--- src/rtl/piezo_arbiter.sv ---
// piezo_arbiter: shares one piezo tone generator between three sound sources.
// Source priority is alarm (2), then lullaby (1), then key-click (0). A grant
// must run for MIN_HOLD cycles before a higher source may preempt it. Every
// change of owner is separated by GAP_CYCLES cycles of silence.
// Optional feature macro: SOUND_TIMEOUT_EN. When it is defined, a grant is
// cut off after MAX_PLAY cycles and that source is locked out until its
// request drops.
module piezo_arbiter #(
    parameter int NOTE_W     = 13,
    parameter int GAP_CYCLES = 1000,
    parameter int MIN_HOLD   = 50000,
    parameter int MAX_PLAY   = 100000000
) (
    input  logic              clk,
    input  logic              rst,
    input  logic [2:0]        req,
    input  logic [NOTE_W-1:0] note0,
    input  logic [NOTE_W-1:0] note1,
    input  logic [NOTE_W-1:0] note2,
    output logic [2:0]        grant,
    output logic [NOTE_W-1:0] beat_out,
    output logic              busy,
    output logic              preempted
);

    localparam int GAP_W  = $clog2(GAP_CYCLES + 1);
    localparam int HOLD_W = (MIN_HOLD > 0) ? $clog2(MIN_HOLD + 1) : 1;

    // Reject parameter values the counters are not sized for
    if (GAP_CYCLES < 1 || GAP_CYCLES > (1 << 20)) begin : g_bad_gap
        $error("piezo_arbiter: GAP_CYCLES out of range 1..2^20");
    end
    if (MIN_HOLD < 0 || MIN_HOLD > (1 << 24)) begin : g_bad_hold
        $error("piezo_arbiter: MIN_HOLD out of range 0..2^24");
    end
    if (MAX_PLAY < 1) begin : g_bad_play
        $error("piezo_arbiter: MAX_PLAY must be at least 1");
    end

    typedef enum logic [1:0] {
        S_IDLE  = 2'd0,
        S_GRANT = 2'd1,
        S_GAP   = 2'd2
    } state_t;

    state_t              state_q, state_d;
    logic [2:0]          grant_q, grant_d;
    logic [NOTE_W-1:0]   beat_q, beat_d;
    logic                busy_q, busy_d;
    logic                pre_q, pre_d;
    logic [HOLD_W-1:0]   hold_q, hold_d;
    logic [GAP_W-1:0]    gap_q, gap_d;

    logic [2:0]          avail;     // requests eligible for arbitration
    logic [2:0]          pick;      // one-hot winner among avail
    logic [2:0]          higher;    // sources that outrank the current owner
    logic [NOTE_W-1:0]   pick_note;
    logic [NOTE_W-1:0]   own_note;
    logic                release_w;

`ifdef SOUND_TIMEOUT_EN
    localparam int PLAY_W = $clog2(MAX_PLAY + 1);
    logic [PLAY_W-1:0]   play_q, play_d;
    logic [2:0]          mask_q, mask_d;
    assign avail = req & ~mask_q;
`else
    assign avail = req;
`endif

    // Fixed-priority pick: highest set bit wins
    always_comb begin
        pick = 3'b000;
        if (avail[2])      pick = 3'b100;
        else if (avail[1]) pick = 3'b010;
        else if (avail[0]) pick = 3'b001;
    end

    // Bits strictly above the current one-hot owner
    always_comb begin
        higher = 3'b000;
        case (grant_q)
            3'b001:  higher = 3'b110;
            3'b010:  higher = 3'b100;
            default: higher = 3'b000;
        endcase
    end

    assign pick_note = ({NOTE_W{pick[0]}} & note0) | ({NOTE_W{pick[1]}} & note1)
                     | ({NOTE_W{pick[2]}} & note2);
    assign own_note  = ({NOTE_W{grant_q[0]}} & note0) | ({NOTE_W{grant_q[1]}} & note1)
                     | ({NOTE_W{grant_q[2]}} & note2);
    assign release_w = ~|(req & grant_q);

    // Next-state and registered-output logic
    always_comb begin
        state_d = state_q;
        grant_d = 3'b000;
        beat_d  = '0;
        busy_d  = 1'b1;
        pre_d   = 1'b0;
        hold_d  = hold_q;
        gap_d   = gap_q;
`ifdef SOUND_TIMEOUT_EN
        play_d  = play_q;
        mask_d  = mask_q & req;   // lockout lifts once the source lets go
`endif
        case (state_q)
            S_IDLE: begin
                busy_d = 1'b0;
                if (|avail) begin
                    state_d = S_GRANT;
                    grant_d = pick;
                    beat_d  = pick_note;
                    busy_d  = 1'b1;
                    hold_d  = '0;
`ifdef SOUND_TIMEOUT_EN
                    play_d  = '0;
`endif
                end
            end
            S_GRANT: begin
                if (release_w) begin
                    // Release wins over a simultaneous preempt: no pulse
                    state_d = S_GAP;
                    gap_d   = '0;
`ifdef SOUND_TIMEOUT_EN
                end else if (play_q == PLAY_W'(MAX_PLAY - 1)) begin
                    state_d = S_GAP;
                    gap_d   = '0;
                    mask_d  = mask_d | grant_q;
`endif
                end else if ((|(avail & higher)) && hold_q == HOLD_W'(MIN_HOLD)) begin
                    state_d = S_GAP;
                    gap_d   = '0;
                    pre_d   = 1'b1;
                end else begin
                    grant_d = grant_q;
                    beat_d  = own_note;
                    if (hold_q != HOLD_W'(MIN_HOLD)) hold_d = hold_q + 1'b1;
`ifdef SOUND_TIMEOUT_EN
                    if (play_q != PLAY_W'(MAX_PLAY)) play_d = play_q + 1'b1;
`endif
                end
            end
            S_GAP: begin
                if (gap_q == GAP_W'(GAP_CYCLES - 1)) begin
                    // Requests are only looked at on the last silent cycle
                    if (|avail) begin
                        state_d = S_GRANT;
                        grant_d = pick;
                        beat_d  = pick_note;
                        hold_d  = '0;
`ifdef SOUND_TIMEOUT_EN
                        play_d  = '0;
`endif
                    end else begin
                        state_d = S_IDLE;
                        busy_d  = 1'b0;
                    end
                end else begin
                    gap_d = gap_q + 1'b1;
                end
            end
            default: begin
                state_d = S_IDLE;
                busy_d  = 1'b0;
            end
        endcase
    end

    // State and output registers; reset silences the piezo at once
    always_ff @(posedge clk or negedge rst) begin
        if (!rst) begin
            state_q <= S_IDLE;
            grant_q <= 3'b000;
            beat_q  <= '0;
            busy_q  <= 1'b0;
            pre_q   <= 1'b0;
            hold_q  <= '0;
            gap_q   <= '0;
        end else begin
            state_q <= state_d;
            grant_q <= grant_d;
            beat_q  <= beat_d;
            busy_q  <= busy_d;
            pre_q   <= pre_d;
            hold_q  <= hold_d;
            gap_q   <= gap_d;
        end
    end

`ifdef SOUND_TIMEOUT_EN
    // Play-length counter and sticky lockout mask
    always_ff @(posedge clk or negedge rst) begin
        if (!rst) begin
            play_q <= '0;
            mask_q <= 3'b000;
        end else begin
            play_q <= play_d;
            mask_q <= mask_d;
        end
    end
`endif

    assign grant     = grant_q;
    assign beat_out  = beat_q;
    assign busy      = busy_q;
    assign preempted = pre_q;

endmodule

--- config.mk ---
export PLATFORM = sky130hd
export DESIGN_NAME = piezo_arbiter
export DESIGN_NICKNAME = d
export VERILOG_FILES = /design/src/rtl/piezo_arbiter.sv
export SDC_FILE = /design/constraint.sdc
export NUM_CORES = 1
export LEC_CHECK = 0
export CAP_MARGIN = 20
export CORE_MARGIN = 2
export CORE_UTILIZATION = 25
export CTS_CLUSTER_SIZE = 8
export DETAILED_ROUTE_END_ITERATION = 10
export PLACE_DENSITY_LB_ADDON = 0.1
export SETUP_SLACK_MARGIN = 0.05
export SYNTH_ARGS = -nofsm -noshare
export SYNTH_HDL_FRONTEND = slang
export SYNTH_SLANG_ARGS = --single-unit
--- constraint.sdc ---
create_clock -name clk -period 2.17 [get_ports clk]
set_clock_uncertainty 0.2 [all_clocks]
set_input_delay 0.5425 -clock clk [delete_from_list [all_inputs] [get_ports clk]]
set_output_delay 0.5425 -clock clk [all_outputs]
set_load 0.03 [all_outputs]
# Word level (Yosys, flattened, before mapping)
# Cells that the tools add are included.
word_totals:
  register_bits: 46
  in_bits: 44
  wordCells: 81
classes:
  bitwise: 12
  eq_ne: 14
  muxes: 36
  n_addsub: 2
  n_reduce_logical: 10
ops:
  columns: ["op", "count"]
  rows:
  - ["16-bit two-way mux", 5]
  - ["13-bit AND", 6]
  - ["13-bit two-way mux", 4]
  - ["13-bit OR", 4]
  - ["16-bit one-hot mux with 3 select lines", 1]
  - ["13-bit one-hot mux with 3 select lines", 1]
  - ["10-bit two-way mux", 3]
  - ["10-bit one-hot mux with 2 select lines", 1]
  - ["16-bit by 1-bit adder with 16-bit output, second input constant", 1]
  - ["16-bit == test, second input constant", 1]
  - ["16-bit != test, second input constant", 1]
  - ["3-bit two-way mux", 5]
  - ["2-bit != test, second input constant", 6]
  - ["10-bit by 1-bit adder with 10-bit output, second input constant", 1]
  - ["10-bit == test, second input constant", 1]
  - ["2-bit two-way mux", 5]
  - ["3-bit one-hot mux with 3 select lines", 1]
  - ["3-bit OR reduction", 3]
  - ["1-bit two-way mux", 7]
  - ["3-bit AND", 2]
  - ["2-bit one-hot mux with 3 select lines", 1]
  - ["3-bit one-hot mux with 2 select lines", 1]
  - ["3-bit AND reduction", 2]
  - ["5-bit AND reduction", 1]
  - ["other kinds (10)", 10]

# Longest topological paths before layout
logic_depth:
  word_depth: 9
  ltp_mapped: 8
  depth_no_buf: 7

# Worst setup path before layout
# OpenSTA, ideal clock, no wires.
synth_timing:
  kind: "register to register"
  startpoint: "reg grant_q[0], in the netlist grant[0]"
  endpoint: "reg hold_q[9]"
  period_less_slack_ns: 2.178
  slack_ns: -0.008
  arrival_ns: 1.901
  n_path_buf: 2
  path_stages_with_launch: 8
  setup_time_ns: 0.077
  path_cell_list: "dfrtp_1 -> buf_2 -> a222oi_1 -> nor2_2 -> a21oi_1 -> buf_2 -> or4_1 -> a21oi_1"
synth_via:
  elab_chain_cells: 7
synth_lines:
  columns: ["element", "line_no", "rtl"]
  rows:
  - ["start: declaration", "47", "logic [2:0] grant_q, grant_d;"]
  - ["start signal: assignment", "183", "grant_q <= grant_d;"]
  - ["3-bit by 2-bit == test with 1-bit output / 3-bit by 1-bit == test with 1-bit output (equally long branches)", "81", "case (grant_q)"]
  - ["3-bit one-hot mux with 2 select lines", "81", null]
  - ["3-bit AND", "132", "end else if ((|(avail & higher)) && hold_q == HOLD_W'(MIN_HOLD)) begin"]
  - ["3-bit OR reduction", "132", null]
  - ["1-bit logical AND", "132", null]
  - ["2-bit != test (no source line)", null, null]
  - ["5-bit AND reduction (no source line) (*)", null, null]
  - ["end signal: assignment", "187", "hold_q <= hold_d;"]
  - ["end: declaration", "51", "logic [HOLD_W-1:0] hold_q, hold_d;"]
# Every way passes the cells marked *; elsewhere a longest branch is shown, timed or not.
# A chain may end at the register's enable or synchronous reset.

# Worst setup path in the final report
layout_timing:
  startpoint: "reg hold_q[3]"
  endpoint: "reg hold_q[13]"
layout_via:
  elab_chain_cells: 5
layout_lines:
  columns: ["element", "line_no", "rtl"]
  rows:
  - ["16-bit by 1-bit adder with 16-bit output", "139", "if (hold_q != HOLD_W'(MIN_HOLD)) hold_d = hold_q + 1'b1;"]
  - ["16-bit two-way mux", "139", null]
  - ["16-bit two-way mux", "132", null]
  - ["16-bit two-way mux", "122", "if (release_w) begin"]
  - ["16-bit one-hot mux with 3 select lines", "107", "case (state_q)"]
# Parallel ways exist; a longest one is shown, timed or not. The select of a mux whose other input is x is not followed.

==> results.yml <==
sta:
  grt_setup_unrepaired: "true"
  slew_viol_final: 0
  timing.fmax_ghz: 0.4616
  post-route-period-util_pct: 99.84
  hold_slack_ns: 0.01265
  timing.final.hold_violations: 0
  setup_viol: 0
  finalCriticalPeriod_ns: 2.166
  setup_slack_ns: 0.003539
  worstMarginPinSlew_ns: 0.3638
  slew_headroom_pct: 75.75
power:
  total_power_of_the_final_layout_mw: 1.675
  power_per_cell_area_nw_per_um2: 393.0
  max-vdd-ir-drop_v: 0.0002288
  static-leakage-power_nw: 1.771
worst_setup_path:
  crit_start_category: "register"
  critical_path.cell_chain: "buf_4 > nand4_1 > nor2_2 > nand4_1 > or4_4 > a21oi_2"
  timing_worst_setup_path_type: "reg2reg"
  most_frequent_cell_on_critical_path: "nand4_1"
  r2r-start: "hold_q[3]$_DFFE_PN0P_"
  crit_path_max_fanout: 6
  worst-r2r-cell-count: 6
  critical_path_buf_inv_count: 1
  r2r_slack_ns: 0.004
  critical_path.slowest_cell: "or4_4"
  worst_setup_path_startpoint: "hold_q[3]$_DFFE_PN0P_"
  critical_path.endpoint_type: "register"
  worst_ep_arrival_time_ns: 2.20
  endpoint: "hold_q[13]$_DFFE_PN0P_"
  critPathRequiredTime_ns: 2.21
  cpLargestDelayFamily: "simple AND/OR/NAND/NOR gates"
  timing.critical_path.slowest_cell_delay_ns: 0.47
  worstReg2RegEnd: "hold_q[13]$_DFFE_PN0P_"
  logic_depth_of_the_worst_setup_path_including_buffers: 6
synthesis:
  synth_area_in_compound_gates_pct: 24.58
  synth_top_family_by_area: "compound AO/OA/AOI/OAI gates"
  share_of_cell_area_taken_by_muxes_after_synthesis_pct: 0.7771
  postSynthNetCount: 319
  syn_inst: 272
  synth_adder_area_share_pct: 1.457
  top_reg_cell_synth: "dfrtp_1"
  ys_seq_elements: 46
  sequential_element_share_of_the_synthesized_area_pct: 44.68
  synthDistinctLibCells: 48
  library_cell_occupying_the_most_area_in_the_post_synthesis_netlist: "dfrtp_1"
  synth_edf_count: 0
  synth_top_cell_area_share_pct: 44.68
  synth.area.top_cells: "dfrtp_1 45%, a22oi_1 7.6%, nand2_1 4.5%, o221ai_1 4.4%, a21oi_1 3.7%"
  synth-xor-area-share_pct: 1.020
  synth_simple_gate_area_share_pct: 22.39
  synth_async_sr_flop_share_pct: 100.0
  yosys_warnings: 0
  synth.cell_area_um2: 2576
  syn_avg_cell_area_um2: 9.471
global_routing:
  global_route.peak_usage_layer: "met2"
  antenna_found_initial: 0
  grt-ovfl-total: 0
  grt_util_met3_pct: 3.030
  groute.layer.met2.usage_pct: 26.36
  first_pass_grt_wire_length_mm: 13.54
  maximum_number_of_pins_on_one_net_before_global_route_repair: 47
  first_global_vias: 2654
  grt_use_total_pct: 15.43
  global_route.usage.met1_pct: 19.64
placed_design:
  globalplace.congestion: 0.7613
  place_hpwl_mm: 5.611
  numPlacedInstances: 498
  pre_cts_slack_ns: -0.6120
  portBuffers: 61
  cell_area_after_placement_um2: 3647
min_path:
  worstHoldPathType: "in2async"
clock_network:
  clk_latency_ns: 0.30
  hold_buffers: 0
  clk_root_buffer_cell: "clkbuf_8"
  clock_edge_transition_at_the_registers_on_the_reported_setup_and_hold_paths_ns: 0.09
  htreeDepth: 2
  cts_made_buffers: 5
  cts_tree: "built"
  cts_buffer_depth: 2
  tritoncts_num_sinks: 46
final_layout:
  n_fill_cell: 1035
  finish.instance_area_um2: 4262
  synthesis_to_layout_area_growth_pct: 65.42
  final_layout_size_suffix_gt1_share_pct: 35.32
  finalNonFillerCells: 521
  num_antenna_cells: 0
  nets: 431
route:
  detailroute.via_count: 2610
  remaining_drc_errors: 0
  initialDrtViolationCount: 92
  drtPass1Iterations: 5
  wl_per_cell_um: 16.52
  vias_per_cell: 5.010
  totalWireLength_mm: 8.609
  final_antenna_net_count: 0
floorplanning:
  die_width_um: 105.5
  die_area_um2: 11130
  start_util_pct: 25.29
  num_rows: 37
  core_area_um2: 10180
  die_height_um: 105.5
  top_level_ports: 62
job:
  max_cap_viol_count: 0
outcome:
  outcome: "completed"
[where the power goes]
group / internal, mW / switching, mW
Sequential: 0.866 / 0.00840
Clock: 0.258 / 0.312
Combinational: 0.128 / 0.102
Total: 1.25 / 0.423
[cells in the mapped netlist (2+ instances only)]
cell      instances
or4_1             2
a21boi_0          2
nor3_1            4
dfrtp_1          46
xnor2_1           2
o21ai_0          15
and4b_1           2
nor2_1           13
inv_1             7
buf_6             2
or3_1            11
nor4b_1           3
and3_1            4
buf_4             2
nor2b_1           2
a21oi_1          19
and3b_1           2
mux2i_1           2
clkbuf_1          6
o31ai_1           4
and2_1            3
ha_1              3
o221ai_1         13
nand3_1           8
a22oi_1          26
nand4_1           9
nand2_1          31
buf_2             9
[worst register-to-register path, delay by kind of cell (launching register included)]
kind	cells	cell delay, ns
buffers and inverters	1	0.16
flip-flops	1	0.41
AO/OA/AOI/OAI	1	0.13
AND/OR/NAND/NOR	4	1.21
[cell usage in the layout, fill, tap and decap left out, drive strengths merged, types with 3 or more instances in the layout]
cell / instances
and2: 3
nor2: 14
nor4b: 3
a21boi: 3
inv: 7
nand2: 31
ha: 3
o21ai: 15
clkbuf: 8
nand4: 10
a21oi: 20
and3: 4
dlygate4sd2: 5
nand3: 8
o31ai: 5
dfrtp: 46
nor3: 4
a22oi: 26
o221ai: 13
clkdlybuf4s50: 52
or4: 3
or3: 11
buf: 64
[sequential cells by signal (all words and copies together), names as in the netlist]
| register | flops |
|---|---|
| hold_q | 16 |
| beat_out | 13 |
| gap_q | 10 |
| grant | 3 |
| state_q | 2 |
| busy | 1 |
| preempted | 1 |
[logic make-up (layout without fill, tap and decap cells)]
group	count (synthesis)	after routing
xor gates and xnor gates	3	3
adders and majority gates	3	3
muxes	2	2
DFF	46	46
buffers and inverters	26	139
AOI/OAI and AO/OA	89	89
and+or+nand+nor	103	103
[worst min-delay path by stage]
stage	slack, ns	from	end	cells after the start
floorplan	0.05	rst	beat_out[0]$_DFF_PN0_	0
global placement	0.33	gap_q[7]$_DFFE_PN0P_	gap_q[7]$_DFFE_PN0P_	1
detailed placement	0.34	gap_q[7]$_DFFE_PN0P_	gap_q[7]$_DFFE_PN0P_	1
CTS	0.03	rst	hold_q[14]$_DFFE_PN0P_	2
global route	0.03	rst	hold_q[15]$_DFFE_PN0P_	2
finish	0.01	rst	hold_q[14]$_DFFE_PN0P_	2
[per-layer routing]
| metal | up-vias | wire length [um] |
|---|---|---|
| met5 | - | 0 |
| li1 | 1257 | - |
| met3 | 14 | 300 |
| met2 | 64 | 4269 |
| met4 | 0 | 187 |
| met1 | 1275 | 3852 |
[what timing repair did]
action,in CTS,in global routing
hold endpoints to repair,0,0
buffers inserted,10,2
endpoints found under the setup margin,46,46
cloned,4,0
pin swaps,14,31
gates resized for setup,44,71
[layout make-up]
| class | instances | area (um^2) | area share [%] |
|---|---|---|---|
| Clock buffer | 7 | 86.33 | 2.026 |
| Sequential cell | 46 | 1154 | 27.07 |
| Clock inverter | 1 | 5.005 | 0.1174 |
| Timing Repair Buffer | 124 | 1197 | 28.10 |
| Inverter | 7 | 26.28 | 0.6166 |
| Tap cell | 136 | 170.2 | 3.993 |
| Multi-Input combinational cell | 200 | 1623 | 38.08 |
[metrics by stage]
| step | TNS [ns] | util, % |
|---|---|---|
| after floorplan | 0 | - |
| after global placement | -20.22 | 35.81 |
| after detailed placement | -20.75 | 35.81 |
| after CTS | 0 | 39.71 |
| after global routing | -3.262 | 41.84 |
| final | 0 | 41.84 |
(Power assumes the default switching activity.)
